[config.mk]
export PLATFORM = sky130hd
export DESIGN_NAME = multicycle_ctrl_flat
export DESIGN_NICKNAME = d
export VERILOG_FILES = /design/src/rtl/multicycle_ctrl_if.sv /design/src/rtl/multicycle_ctrl.sv /design/src/flat_wrapper.sv
export SDC_FILE = /design/constraint.sdc
export NUM_CORES = 1
export LEC_CHECK = 0
export ABC_AREA = 1
export CAP_MARGIN = 20
export CORE_ASPECT_RATIO = 0.75
export CORE_MARGIN = 4
export CORE_UTILIZATION = 39
export DETAILED_ROUTE_END_ITERATION = 8
export GPL_TIMING_DRIVEN = 0
export PLACE_DENSITY = 0.87
export SLEW_MARGIN = 20
export SYNTH_ARGS = -nofsm -noshare
export SYNTH_HDL_FRONTEND = slang
export SYNTH_SLANG_ARGS = --single-unit
[constraint.sdc]
create_clock -name clk_i -period 2.3 [get_ports clk_i]
set_input_delay 0.69 -clock clk_i [delete_from_list [all_inputs] [get_ports clk_i]]
set_output_delay 0.69 -clock clk_i [all_outputs]
set_load 0.03 [all_outputs]
[src/rtl/multicycle_ctrl_if.sv]
// multicycle_ctrl_if: control/status bundle between the multi-cycle controller and the datapath
interface multicycle_ctrl_if #(parameter int ALU_OP_W = 5);
  logic [31:0]         mem_rdata_i;
  logic                mem_ready_i;
  logic                alu_flag_i;
  logic [31:0]         instr_o;
  logic [ALU_OP_W-1:0] alu_op_o;
  logic [1:0]          src_a_sel_o;
  logic [2:0]          src_b_sel_o;
  logic                mem_req_o;
  logic                mem_we_o;
  logic                mem_addr_sel_o;
  logic                rf_we_o;
  logic [1:0]          wb_sel_o;
  logic                pc_we_o;
  logic [1:0]          pc_sel_o;
  logic                illegal_o;
  modport master (
    input  mem_rdata_i, mem_ready_i, alu_flag_i,
    output instr_o, alu_op_o, src_a_sel_o, src_b_sel_o, mem_req_o, mem_we_o,
           mem_addr_sel_o, rf_we_o, wb_sel_o, pc_we_o, pc_sel_o, illegal_o
  );
  modport slave (
    output mem_rdata_i, mem_ready_i, alu_flag_i,
    input  instr_o, alu_op_o, src_a_sel_o, src_b_sel_o, mem_req_o, mem_we_o,
           mem_addr_sel_o, rf_we_o, wb_sel_o, pc_we_o, pc_sel_o, illegal_o
  );
endinterface

[src/rtl/multicycle_ctrl.sv]
// multicycle_ctrl: RISC-V multi-cycle control unit holding IR and sequencing FETCH/DECODE/EXEC/MEM/WB
module multicycle_ctrl #(
  parameter int          ALU_OP_W = 5,
  parameter logic [31:0] RESET_IR = 32'h00000013
) (
  input  logic               clk_i,
  input  logic               arstn_i,
  multicycle_ctrl_if.master  bus
);
  localparam logic [6:0] OPC_OP     = 7'b0110011;
  localparam logic [6:0] OPC_IMM    = 7'b0010011;
  localparam logic [6:0] OPC_LOAD   = 7'b0000011;
  localparam logic [6:0] OPC_STORE  = 7'b0100011;
  localparam logic [6:0] OPC_BRANCH = 7'b1100011;
  localparam logic [6:0] OPC_LUI    = 7'b0110111;
  localparam logic [6:0] OPC_AUIPC  = 7'b0010111;
  localparam logic [6:0] OPC_JAL    = 7'b1101111;
  localparam logic [6:0] OPC_JALR   = 7'b1100111;
  localparam logic [6:0] OPC_MISC   = 7'b0001111;

  typedef enum logic [2:0] {S_FETCH, S_DECODE, S_EXEC, S_MEM, S_WB, S_TRAP} state_t;

  state_t      r_state, w_next;
  logic [31:0] r_ir;
  logic [6:0]  w_opc, w_f7;
  logic [2:0]  w_f3;
  logic        w_illegal, w_alu_en;
  logic        w_is_load, w_is_store, w_is_branch, w_is_misc, w_is_jal, w_is_jalr;
  logic [4:0]  w_alu_op;
  logic [1:0]  w_a_sel;
  logic [2:0]  w_b_sel;

  assign w_opc       = r_ir[6:0];
  assign w_f3        = r_ir[14:12];
  assign w_f7        = r_ir[31:25];
  assign w_is_load   = w_opc == OPC_LOAD;
  assign w_is_store  = w_opc == OPC_STORE;
  assign w_is_branch = w_opc == OPC_BRANCH;
  assign w_is_misc   = w_opc == OPC_MISC;
  assign w_is_jal    = w_opc == OPC_JAL;
  assign w_is_jalr   = w_opc == OPC_JALR;

  always_comb begin
    w_illegal = 1'b1;
    case (w_opc)
      OPC_OP:     w_illegal = !(w_f7 == 7'h00 || (w_f7 == 7'h20 && (w_f3 == 3'b000 || w_f3 == 3'b101)));
      OPC_IMM:    w_illegal = (w_f3 == 3'b001 && w_f7 != 7'h00) ||
                              (w_f3 == 3'b101 && w_f7 != 7'h00 && w_f7 != 7'h20);
      OPC_BRANCH: w_illegal = w_f3[2:1] == 2'b01;
      OPC_JALR:   w_illegal = w_f3 != 3'b000;
      OPC_LOAD, OPC_STORE, OPC_LUI, OPC_AUIPC, OPC_JAL, OPC_MISC: w_illegal = 1'b0;
      default:    w_illegal = 1'b1;
    endcase
  end

  // funct7[5] selects SUB/SRA; OP-IMM has no SUBI so only the shift honours it
  always_comb begin
    w_alu_op = 5'b00000;
    w_a_sel  = 2'd0;
    w_b_sel  = 3'd0;
    case (w_opc)
      OPC_OP:     w_alu_op = {1'b0, w_f7[5] & (w_f3 == 3'b000 || w_f3 == 3'b101), w_f3};
      OPC_IMM:    begin w_alu_op = {1'b0, w_f7[5] & (w_f3 == 3'b101), w_f3}; w_b_sel = 3'd1; end
      OPC_LOAD:   w_b_sel = 3'd1;
      OPC_STORE:  w_b_sel = 3'd2;
      OPC_BRANCH: w_alu_op = {2'b11, w_f3};
      OPC_LUI:    begin w_a_sel = 2'd2; w_b_sel = 3'd3; end
      OPC_AUIPC:  begin w_a_sel = 2'd1; w_b_sel = 3'd3; end
      OPC_JALR:   w_b_sel = 3'd1;
      default:    w_alu_op = 5'b00000;
    endcase
  end

  always_comb begin
    w_next = r_state;
    case (r_state)
      S_FETCH:  w_next = bus.mem_ready_i ? S_DECODE : S_FETCH;
      S_DECODE: w_next = w_illegal ? S_TRAP : S_EXEC;
      S_EXEC:   w_next = (w_is_branch || w_is_misc) ? S_FETCH : (w_is_load || w_is_store) ? S_MEM : S_WB;
      S_MEM:    w_next = !bus.mem_ready_i ? S_MEM : w_is_store ? S_FETCH : S_WB;
      S_WB:     w_next = S_FETCH;
      default:  w_next = S_TRAP;
    endcase
  end

  always_ff @(posedge clk_i or negedge arstn_i) begin
    if (!arstn_i) begin
      r_state <= S_FETCH;
      r_ir    <= RESET_IR;
    end else begin
      r_state <= w_next;
      if (r_state == S_FETCH && bus.mem_ready_i) r_ir <= bus.mem_rdata_i;
    end
  end

  // ALU controls stay valid from EXEC through MEM/WB so the datapath result is held
  assign w_alu_en           = r_state inside {S_EXEC, S_MEM, S_WB};
  assign bus.instr_o        = r_ir;
  assign bus.alu_op_o       = w_alu_en ? ALU_OP_W'(w_alu_op) : '0;
  assign bus.src_a_sel_o    = w_alu_en ? w_a_sel : 2'd0;
  assign bus.src_b_sel_o    = w_alu_en ? w_b_sel : 3'd0;
  assign bus.mem_req_o      = arstn_i && (r_state == S_FETCH || r_state == S_MEM);
  assign bus.mem_we_o       = r_state == S_MEM && w_is_store;
  assign bus.mem_addr_sel_o = r_state == S_MEM;
  assign bus.rf_we_o        = r_state == S_WB;
  assign bus.wb_sel_o       = r_state != S_WB ? 2'd0 : w_is_load ? 2'd1 : (w_is_jal || w_is_jalr) ? 2'd2 : 2'd0;
  assign bus.pc_we_o        = r_state == S_WB || (r_state == S_EXEC && (w_is_branch || w_is_misc)) ||
                              (r_state == S_MEM && w_is_store && bus.mem_ready_i);
  assign bus.pc_sel_o       = r_state == S_WB ? (w_is_jal ? 2'd2 : w_is_jalr ? 2'd3 : 2'd0) :
                              (r_state == S_EXEC && w_is_branch) ? {1'b0, bus.alu_flag_i} : 2'd0;
  assign bus.illegal_o      = r_state == S_TRAP;
endmodule

[src/flat_wrapper.sv]
// flat-port wrapper written by rule: the top's interface ports become plain ports
module multicycle_ctrl_flat 
#(
  parameter int          ALU_OP_W = 5,
  parameter logic [31:0] RESET_IR = 32'h00000013
)
  (clk_i, arstn_i, bus_mem_rdata_i, bus_mem_ready_i, bus_alu_flag_i, bus_instr_o, bus_alu_op_o, bus_src_a_sel_o, bus_src_b_sel_o, bus_mem_req_o, bus_mem_we_o, bus_mem_addr_sel_o, bus_rf_we_o, bus_wb_sel_o, bus_pc_we_o, bus_pc_sel_o, bus_illegal_o);
  multicycle_ctrl_if #(.ALU_OP_W(ALU_OP_W)) bus_i ();
  input  logic clk_i;
  input  logic arstn_i;
  input wire logic [$bits(bus_i.mem_rdata_i)-1:0] bus_mem_rdata_i;
  input wire logic [$bits(bus_i.mem_ready_i)-1:0] bus_mem_ready_i;
  input wire logic [$bits(bus_i.alu_flag_i)-1:0] bus_alu_flag_i;
  output wire logic [$bits(bus_i.instr_o)-1:0] bus_instr_o;
  output wire logic [$bits(bus_i.alu_op_o)-1:0] bus_alu_op_o;
  output wire logic [$bits(bus_i.src_a_sel_o)-1:0] bus_src_a_sel_o;
  output wire logic [$bits(bus_i.src_b_sel_o)-1:0] bus_src_b_sel_o;
  output wire logic [$bits(bus_i.mem_req_o)-1:0] bus_mem_req_o;
  output wire logic [$bits(bus_i.mem_we_o)-1:0] bus_mem_we_o;
  output wire logic [$bits(bus_i.mem_addr_sel_o)-1:0] bus_mem_addr_sel_o;
  output wire logic [$bits(bus_i.rf_we_o)-1:0] bus_rf_we_o;
  output wire logic [$bits(bus_i.wb_sel_o)-1:0] bus_wb_sel_o;
  output wire logic [$bits(bus_i.pc_we_o)-1:0] bus_pc_we_o;
  output wire logic [$bits(bus_i.pc_sel_o)-1:0] bus_pc_sel_o;
  output wire logic [$bits(bus_i.illegal_o)-1:0] bus_illegal_o;
  assign bus_i.mem_rdata_i = bus_mem_rdata_i;
  assign bus_i.mem_ready_i = bus_mem_ready_i;
  assign bus_i.alu_flag_i = bus_alu_flag_i;
  assign bus_instr_o = bus_i.instr_o;
  assign bus_alu_op_o = bus_i.alu_op_o;
  assign bus_src_a_sel_o = bus_i.src_a_sel_o;
  assign bus_src_b_sel_o = bus_i.src_b_sel_o;
  assign bus_mem_req_o = bus_i.mem_req_o;
  assign bus_mem_we_o = bus_i.mem_we_o;
  assign bus_mem_addr_sel_o = bus_i.mem_addr_sel_o;
  assign bus_rf_we_o = bus_i.rf_we_o;
  assign bus_wb_sel_o = bus_i.wb_sel_o;
  assign bus_pc_we_o = bus_i.pc_we_o;
  assign bus_pc_sel_o = bus_i.pc_sel_o;
  assign bus_illegal_o = bus_i.illegal_o;
  multicycle_ctrl #(.ALU_OP_W(ALU_OP_W), .RESET_IR(RESET_IR)) u_core (.clk_i(clk_i), .arstn_i(arstn_i), .bus(bus_i));
endmodule
==> qor.csv <==
stage,metric,value,unit
synthesis,largest family of logic cells by synthesized area,simple AND/OR/NAND/NOR gates,
synthesis,Synth Register Bits,35,
synthesis,synthesized area,0.00197,mm2
clocking,Worst-path clk slew,0.07,ns
detailed_routing,routed wl met3,526,um
floorplanning,Core Area,0.00490,mm2
worst_setup_path,worst path bufs/invs,2,
detailed_routing,highest metal used,met4,
worst_setup_path,crit path max fanout,7,
final_layout,fin area,0.00332,mm2
detailed_routing,DR vias,1909,
floorplanning,Cell Rows,22,
final_layout,most frequent cells in the layout,"clkdlybuf4s50_1, dfrtp_1, nor2_1, buf_4, nand2_1",
power_and_ir_drop,Switching Share,22.4,%
synthesis,Syn Nets,247,
sta,max-slew violations,0,
worst_setup_path,cell depth of the worst setup path,6,
worst_setup_path,critical path endpoint,bus_src_b_sel_o[0],
worst_setup_path,worst r2r src,u_core.bus.instr_o[1],
worst_setup_path,crit path DAT,1.71,ns
floorplanning,Initial Util,40.3,%
final_layout,Post-Route Utilization,67.7,%
place,dpl ws,-0.566,ns
synthesis,Synth Instances,211,
sta,Max Freq,0.416,GHz
power_and_ir_drop,power after layout,0.00114,W
detailed_routing,met2 wire len,2830,um
clocking,CTS Buf Count,5,
synthesis,YS warnings,0,
sta,setup TNS,-0.563,ns
grt,vias in the first global route,1949,
final_layout,number of fill cells,365,
place,GP Congestion,0.885,
worst_setup_path,Setup CP Type,flip-flop to output port,
grt,initial antenna violation count,0,
detailed_routing,Routed WL per cell,15.8,um
clocking,Sink Count,35,
power_and_ir_drop,P_int,0.000887,W
worst_setup_path,startpoint type of the worst setup path,flip-flop,
power_and_ir_drop,Clock Power Share,38.8,%
floorplanning,I/O pins,88,
place,Post-DP Area,0.00296,mm2
detailed_routing,number of vias per cell,5.01,
worst_hold_path,Hold Crit Class,input port to async pin,
clocking,Post-CTS Hold Fix Bufs,0,
floorplanning,Die W,90.2,um
final_layout,NumNets Final,356,
worst_setup_path,number of cells on the worst reg-to-reg path,10,
detailed_routing,drc violations,0,
power_and_ir_drop,Flop pwr share,53.8,%
power_and_ir_drop,Lkg Pwr,1.58,nW
run,# Max-Cap Violations,0,
worst_setup_path,CP cell instances,nand2_4 -> inv_4 -> nand2_8 -> or2_4 -> a31oi_4 -> buf_6,
detailed_routing,WL met1,2470,um
grt,first-pass GRT wire length,9140,um
floorplanning,Chip Height,69.6,um
sta,Final setup violation count,9,
sta,RSZ-0062 raised after global routing,true,
detailed_routing,First-pass DRT Iterations,4,
synthesis,sequential-to-total area share from yosys stat,44.6,%
status,failing checks,negative setup slack,
synthesis,Synth Area per Inst,9.36,um2
grt,total congestion overflow,0,
worst_setup_path,Critical path origin,u_core.bus.instr_o[1],
floorplanning,full die area,0.00628,mm2
detailed_routing,drt total wl,6010,um
synthesis,count of cell types in the netlist,30,
sta,Final Hold Fails,0,
detailed_routing,"antenna viol nets, final",0,
final_layout,n_diodes,0,
detailed_routing,Initial DRC Count,75,
clocking,later-pin clock latency in the skew report,0.29,ns
worst_setup_path,worst reg2reg setup slack,0.59,ns
place,IO Port Bufs,86,
sta,Max Clock Skew,0.00459,ns
worst_setup_path,max incr delay on CP,0.56,ns
power_and_ir_drop,PD cells,344,mW/mm2
worst_setup_path,"Req. time, crit path",1.61,ns
worst_setup_path,worst reg2reg endpoint,u_core.r_state[0],
final_layout,proportion of layout cells with a drive suffix above 1,39.3,%
synthesis,Synth Area in XOR/XNOR,0,%
status,outcome,finished with violations,
power_and_ir_drop,Peak VDD IR,0.000307,V
place,detailed placer's ending HPWL,4170,um
worst_setup_path,slowest cell on the critical path,dfstp_2,
sta,final worst path period need,2.40,ns
clocking,Root Driver,clkbuf_8,
clocking,clk buf depth,2,
clocking,CTS tree,done,
clocking,H-tree level count,2,
synthesis,Synth Area in Simple Gates,24.8,%
worst_setup_path,crit-path leading delay family,flip-flops,
final_layout,area grow syn2layout,68.1,%
synthesis,mux share of post-synthesis cell area,16.9,%
power_and_ir_drop,Logic pwr share,7.4,%
grt,GRT Total Usage,18.3,%
power_and_ir_drop,switching power,0.000256,W
grt,largest net degree at the start of global routing,21,
worst_setup_path,Crit. End Element,output port,
synthesis,Post-Synth Adder-Cell Area,0,%
sta,worst setup margin,-0.103,ns
final_layout,"commonest non-fill, non-tap cell in the layout",clkdlybuf4s50_1,
sta,Tcrit/Tclk final,104,%
synthesis,compound-gate portion of the synthesized area,6.02,%
cell type report:
type | count | area, um2 | share of cell area (%)
repair buffers | 102 | 978 | 29.5
clock buffers | 6 | 72.6 | 2.19
plain buffers | 5 | 46.3 | 1.40
multi-input cells | 144 | 1140 | 34.3
clock inverters | 2 | 13.8 | 0.415
well taps | 60 | 75.1 | 2.26
inverters | 27 | 109 | 3.28
flip-flops and latches | 35 | 885 | 26.7
cells by family (layout without fill, tap and decap cells):
family	Yosys count	in the layout
other	1	1
flip-flops	35	35
buffers and inverters	32	142
multiplexers	23	23
AO/OA/AOI/OAI	22	22
AND/OR/NAND/NOR	98	98
power by group through the flow:
stage	logic [W]	clock network, W	registers, W
2_1_floorplan	0.00000470	0	0.000627
3_3_place_gp	0.0000775	0	0.000627
3_5_place_dp	0.0000849	0	0.000627
4_1_cts	0.0000857	0.000457	0.000615
5_1_grt	0.0000911	0.000480	0.000615
6_report	0.0000840	0.000444	0.000615
per-layer routing:
layer / global-route usage [%] / vias to the layer above
met3: 6.94 / 19
met5: 0 / -
met4: 8.83 / 0
li1: - / 904
met2: 29.0 / 95
met1: 21.8 / 891
synthesized netlist by cell type:
cell type  count  area share, %
nand3_4        1           0.89
o21ai_2        1           0.44
nand3_1       13            3.3
nand2_4        2            1.1
nor3_1         7            1.8
o21ai_1        1           0.25
buf_4          1           0.38
dfrtp_1       32             41
nor2_1        33            6.3
nor2_2         7            2.2
a31oi_1        2           0.63
nand2_2        3           0.95
mux2_1         1           0.57
nand3_2        2            1.0
dfstp_2        3            4.0
nor2_4         1           0.57
a21oi_1       13            3.3
nand2_1       25            4.8
nor4_1         2           0.63
mux2_4        20             15
nor2_8         1            1.0
or2_2          1           0.32
buf_6          3            1.7
mux2_2         2            1.1
o21ai_0        4            1.0
conb_1         1           0.19
buf_2          1           0.25
a21boi_0       1           0.38
inv_1         21            4.0
inv_2          6            1.1
through the flow:
step / hold WS [ns] / std cells
floorplan: 0.394 / 211
detailed placement: 0.493 / 358
global route: 0.269 / 381
global placement: 0.493 / 357
CTS: 0.260 / 370
finish: 0.265 / 381
state kept, by name (all words and copies together), names as in the netlist:
signal              flops
u_core.bus.instr_o     32
u_core.r_state          3
worst min-delay path by stage:
stage	cells after the start	slack [ns]	endpoint
floorplan	0	0.39	u_core.bus.instr_o[10]
global placement	1	0.49	u_core.bus.instr_o[23]
detailed placement	1	0.49	u_core.bus.instr_o[17]
CTS	1	0.26	u_core.bus.instr_o[22]
global route	1	0.27	u_core.bus.instr_o[22]
finish	1	0.26	u_core.bus.instr_o[22]
what timing repair did:
item,CTS,global route
resized for setup,127,35
buffers inserted,4,11
pin swaps,2,6
setup endpoints to repair,19,18
gates cloned,0,0
No activity file was read; power rests on OpenSTA's default activity.
==> patch (same flow settings) <==
`ALU_OP_W` is set to 5 in 3 places; all go to 10.
--- a/src/rtl/multicycle_ctrl_if.sv
+++ b/src/rtl/multicycle_ctrl_if.sv
@@ -1,4 +1,4 @@
 // multicycle_ctrl_if: control/status bundle between the multi-cycle controller and the datapath
-interface multicycle_ctrl_if #(parameter int ALU_OP_W = 5);
+interface multicycle_ctrl_if #(parameter int ALU_OP_W = 10);
   logic [31:0]         mem_rdata_i;
   logic                mem_ready_i;
--- a/src/rtl/multicycle_ctrl.sv
+++ b/src/rtl/multicycle_ctrl.sv
@@ -1,5 +1,5 @@
 // multicycle_ctrl: RISC-V multi-cycle control unit holding IR and sequencing FETCH/DECODE/EXEC/MEM/WB
 module multicycle_ctrl #(
-  parameter int          ALU_OP_W = 5,
+  parameter int          ALU_OP_W = 10,
   parameter logic [31:0] RESET_IR = 32'h00000013
 ) (
--- a/src/flat_wrapper.sv
+++ b/src/flat_wrapper.sv
@@ -2,5 +2,5 @@
 module multicycle_ctrl_flat 
 #(
-  parameter int          ALU_OP_W = 5,
+  parameter int          ALU_OP_W = 10,
   parameter logic [31:0] RESET_IR = 32'h00000013
 )
Interface: changed (resized bus_alu_op_o); port bits go from 88 to 93. The function was not compared with the original's and may differ.
==> patch against the unedited design <==
- the flow still finishes with violations (negative setup slack)
- register-to-register slack got worse by 550 ps
- sequential share of layout area down 1.1 points
- worst setup slack got worse by 32 ps
- synthesized area is 1.9% higher
- die area grew 1.7%
- final area is 4.5% higher
- power is 14% higher
- global-route usage decreased by 0.61 points
- sequential cell count stayed put
- wire length is 4.7% higher
- highest routed layer unchanged
==> patch: results <==
clock_tree:
  clockRootBuffer: "clkbuf_8"
  clock_latency_ps: 280
  cts_htree_levels: 2
  cts_made_buffers: 5
  clk_pin_slew_ps: 80
hold_path:
  min_path_type: "input port to asynchronous set/reset pin"
finish:
  largest_reg_flops: 32
  stdcell_count: 397
  drive_above_1_share: 0.421
  layout.nets: 372
placement:
  gp_congestion: 0.894
  pre_cts_slack_ps: -477
  placed_area_mm2: 0.00301
  hpwl_um: 4110
  port_buffers: 86
  dp.cells: 368
outcome:
  status: "finished, violations left"
  violations: "negative setup slack"
logic_synthesis:
  async_flop_share: 1.00
  synthTopCellsByArea: "dfrtp_1 (40%), mux2_4 (15%), nor2_1 (6.2%)"
  synth_edf_count: 0
  yosysSeqAreaShare: 0.437
  ys_types: 30
  synth-main-ff-cell: "dfrtp_1"
  syn_area_per_cell_um2: 9.31
  ys_warn_count: 0
sta:
  skew_ps: 2.66
  fin_ws_ps: -135
  setup_viol: 10
  fin_tns_setup_ps: -599
routing:
  via_per_inst: 4.90
  drt-total-wl_um: 6290
  drt-initial-drc-count: 114
setup_path:
  rr_worst_depth: 17
  startpoint: "u_core.bus.instr_o[1]"
  cp.arrival_ps: 1750
pwr:
  p_leak_nw: 1.67
  vdd.ir_drop.worst_mv: 0.296
global_routing:
  grt_usage: 0.177
  grt_pass1_vias: 1965
  grt_max_degree: 16
  grt_pass1_wl_um: 9270
-- patch: cell types whose count changed in the layout (fill, tap and decap cells not counted), moves of 2 or more --
cell             unedited run  this run
dlygate4sd2_1               5         3
nor2_2                      3         8
inv_4                       3         6
nor2_4                     12         8
inv_2                       9         7
buf_4                      26        36
clkdlybuf4s15_1             0         2
nand2_2                     3         5
conb_1                      1         6
-- patch: critical path, stage by stage (launching register included) --
cell and delay, ps:
dfstp_2 560, nand2_4 90, inv_4 90, nand2_8 80
o21ai_2 200, inv_1 110, a31oi_4 170, buf_6 160
-- patch: cell type report --
cell class	instances	area, µm²
sequential	35	885
clock inverter	2	38.8
fill	360	1460
multi-input combinational	149	1150
timing repair buffer	108	1040
inverter	27	116
clock buffer	6	82.6
tap	60	75.1
buffer	10	83.8
-- patch: path summary, 6_finish.rpt --
path	to	slack, ps
worst min-delay path	u_core.bus.instr_o[12]	250
worst min register to register	u_core.bus.instr_o[18]	510
worst max-delay path	bus_src_b_sel_o[0]	-140
max in group asynchronous	u_core.bus.instr_o[2]	1540
worst max register to register	u_core.r_state[2]	40
min in group clk_i	u_core.bus.instr_o[18]	510
-- patch: power breakdown --
| group | switching, mW | leakage, nW | total [mW] | internal, mW |
|---|---|---|---|---|
| clock | 0.230 | 0.0618 | 0.587 | 0.356 |
| sequential | 0 | 0.425 | 0.615 | 0.615 |
| combinational | 0.0378 | 1.18 | 0.106 | 0.0686 |
| total | 0.268 | 1.67 | 1.31 | 1.04 |
-- patch: metrics by stage --
stage,total power [mW],hold WS (ps),utilization
final,1.31,250,0.704
after global routing,1.36,255,0.704
after CTS,1.32,251,0.666
after detailed placement,0.726,494,0.610
after global placement,0.722,492,0.607
after floorplan,0.649,394,-
-- patch: kinds of logic after synthesis --
family,share of synthesized area
simple gates,0.244
buf+inv,0.0920
flops,0.437
mux,0.166
compound gates,0.0591
other cells,0.00186
-- patch: metal layers --
layer	up-vias	wire [µm]	part of all wire	track usage
met5	-	0	0	0
met1	899	2600	0.41	0.220
met4	0	143	0.023	0.0334
met3	20	449	0.071	0.0549
li1	929	-	-	-
met2	98	3090	0.49	0.303
-- patch: what timing repair did --
item | 4_1_cts | 5_1_grt
pin swaps | 5 | 3
hold buffers | 0 | 0
setup endpoints to repair | 19 | 16
gates cloned | 1 | 0
setup buffers | 12 | 8
hold endpoints to repair | 0 | 0
gates resized for setup | 125 | 40
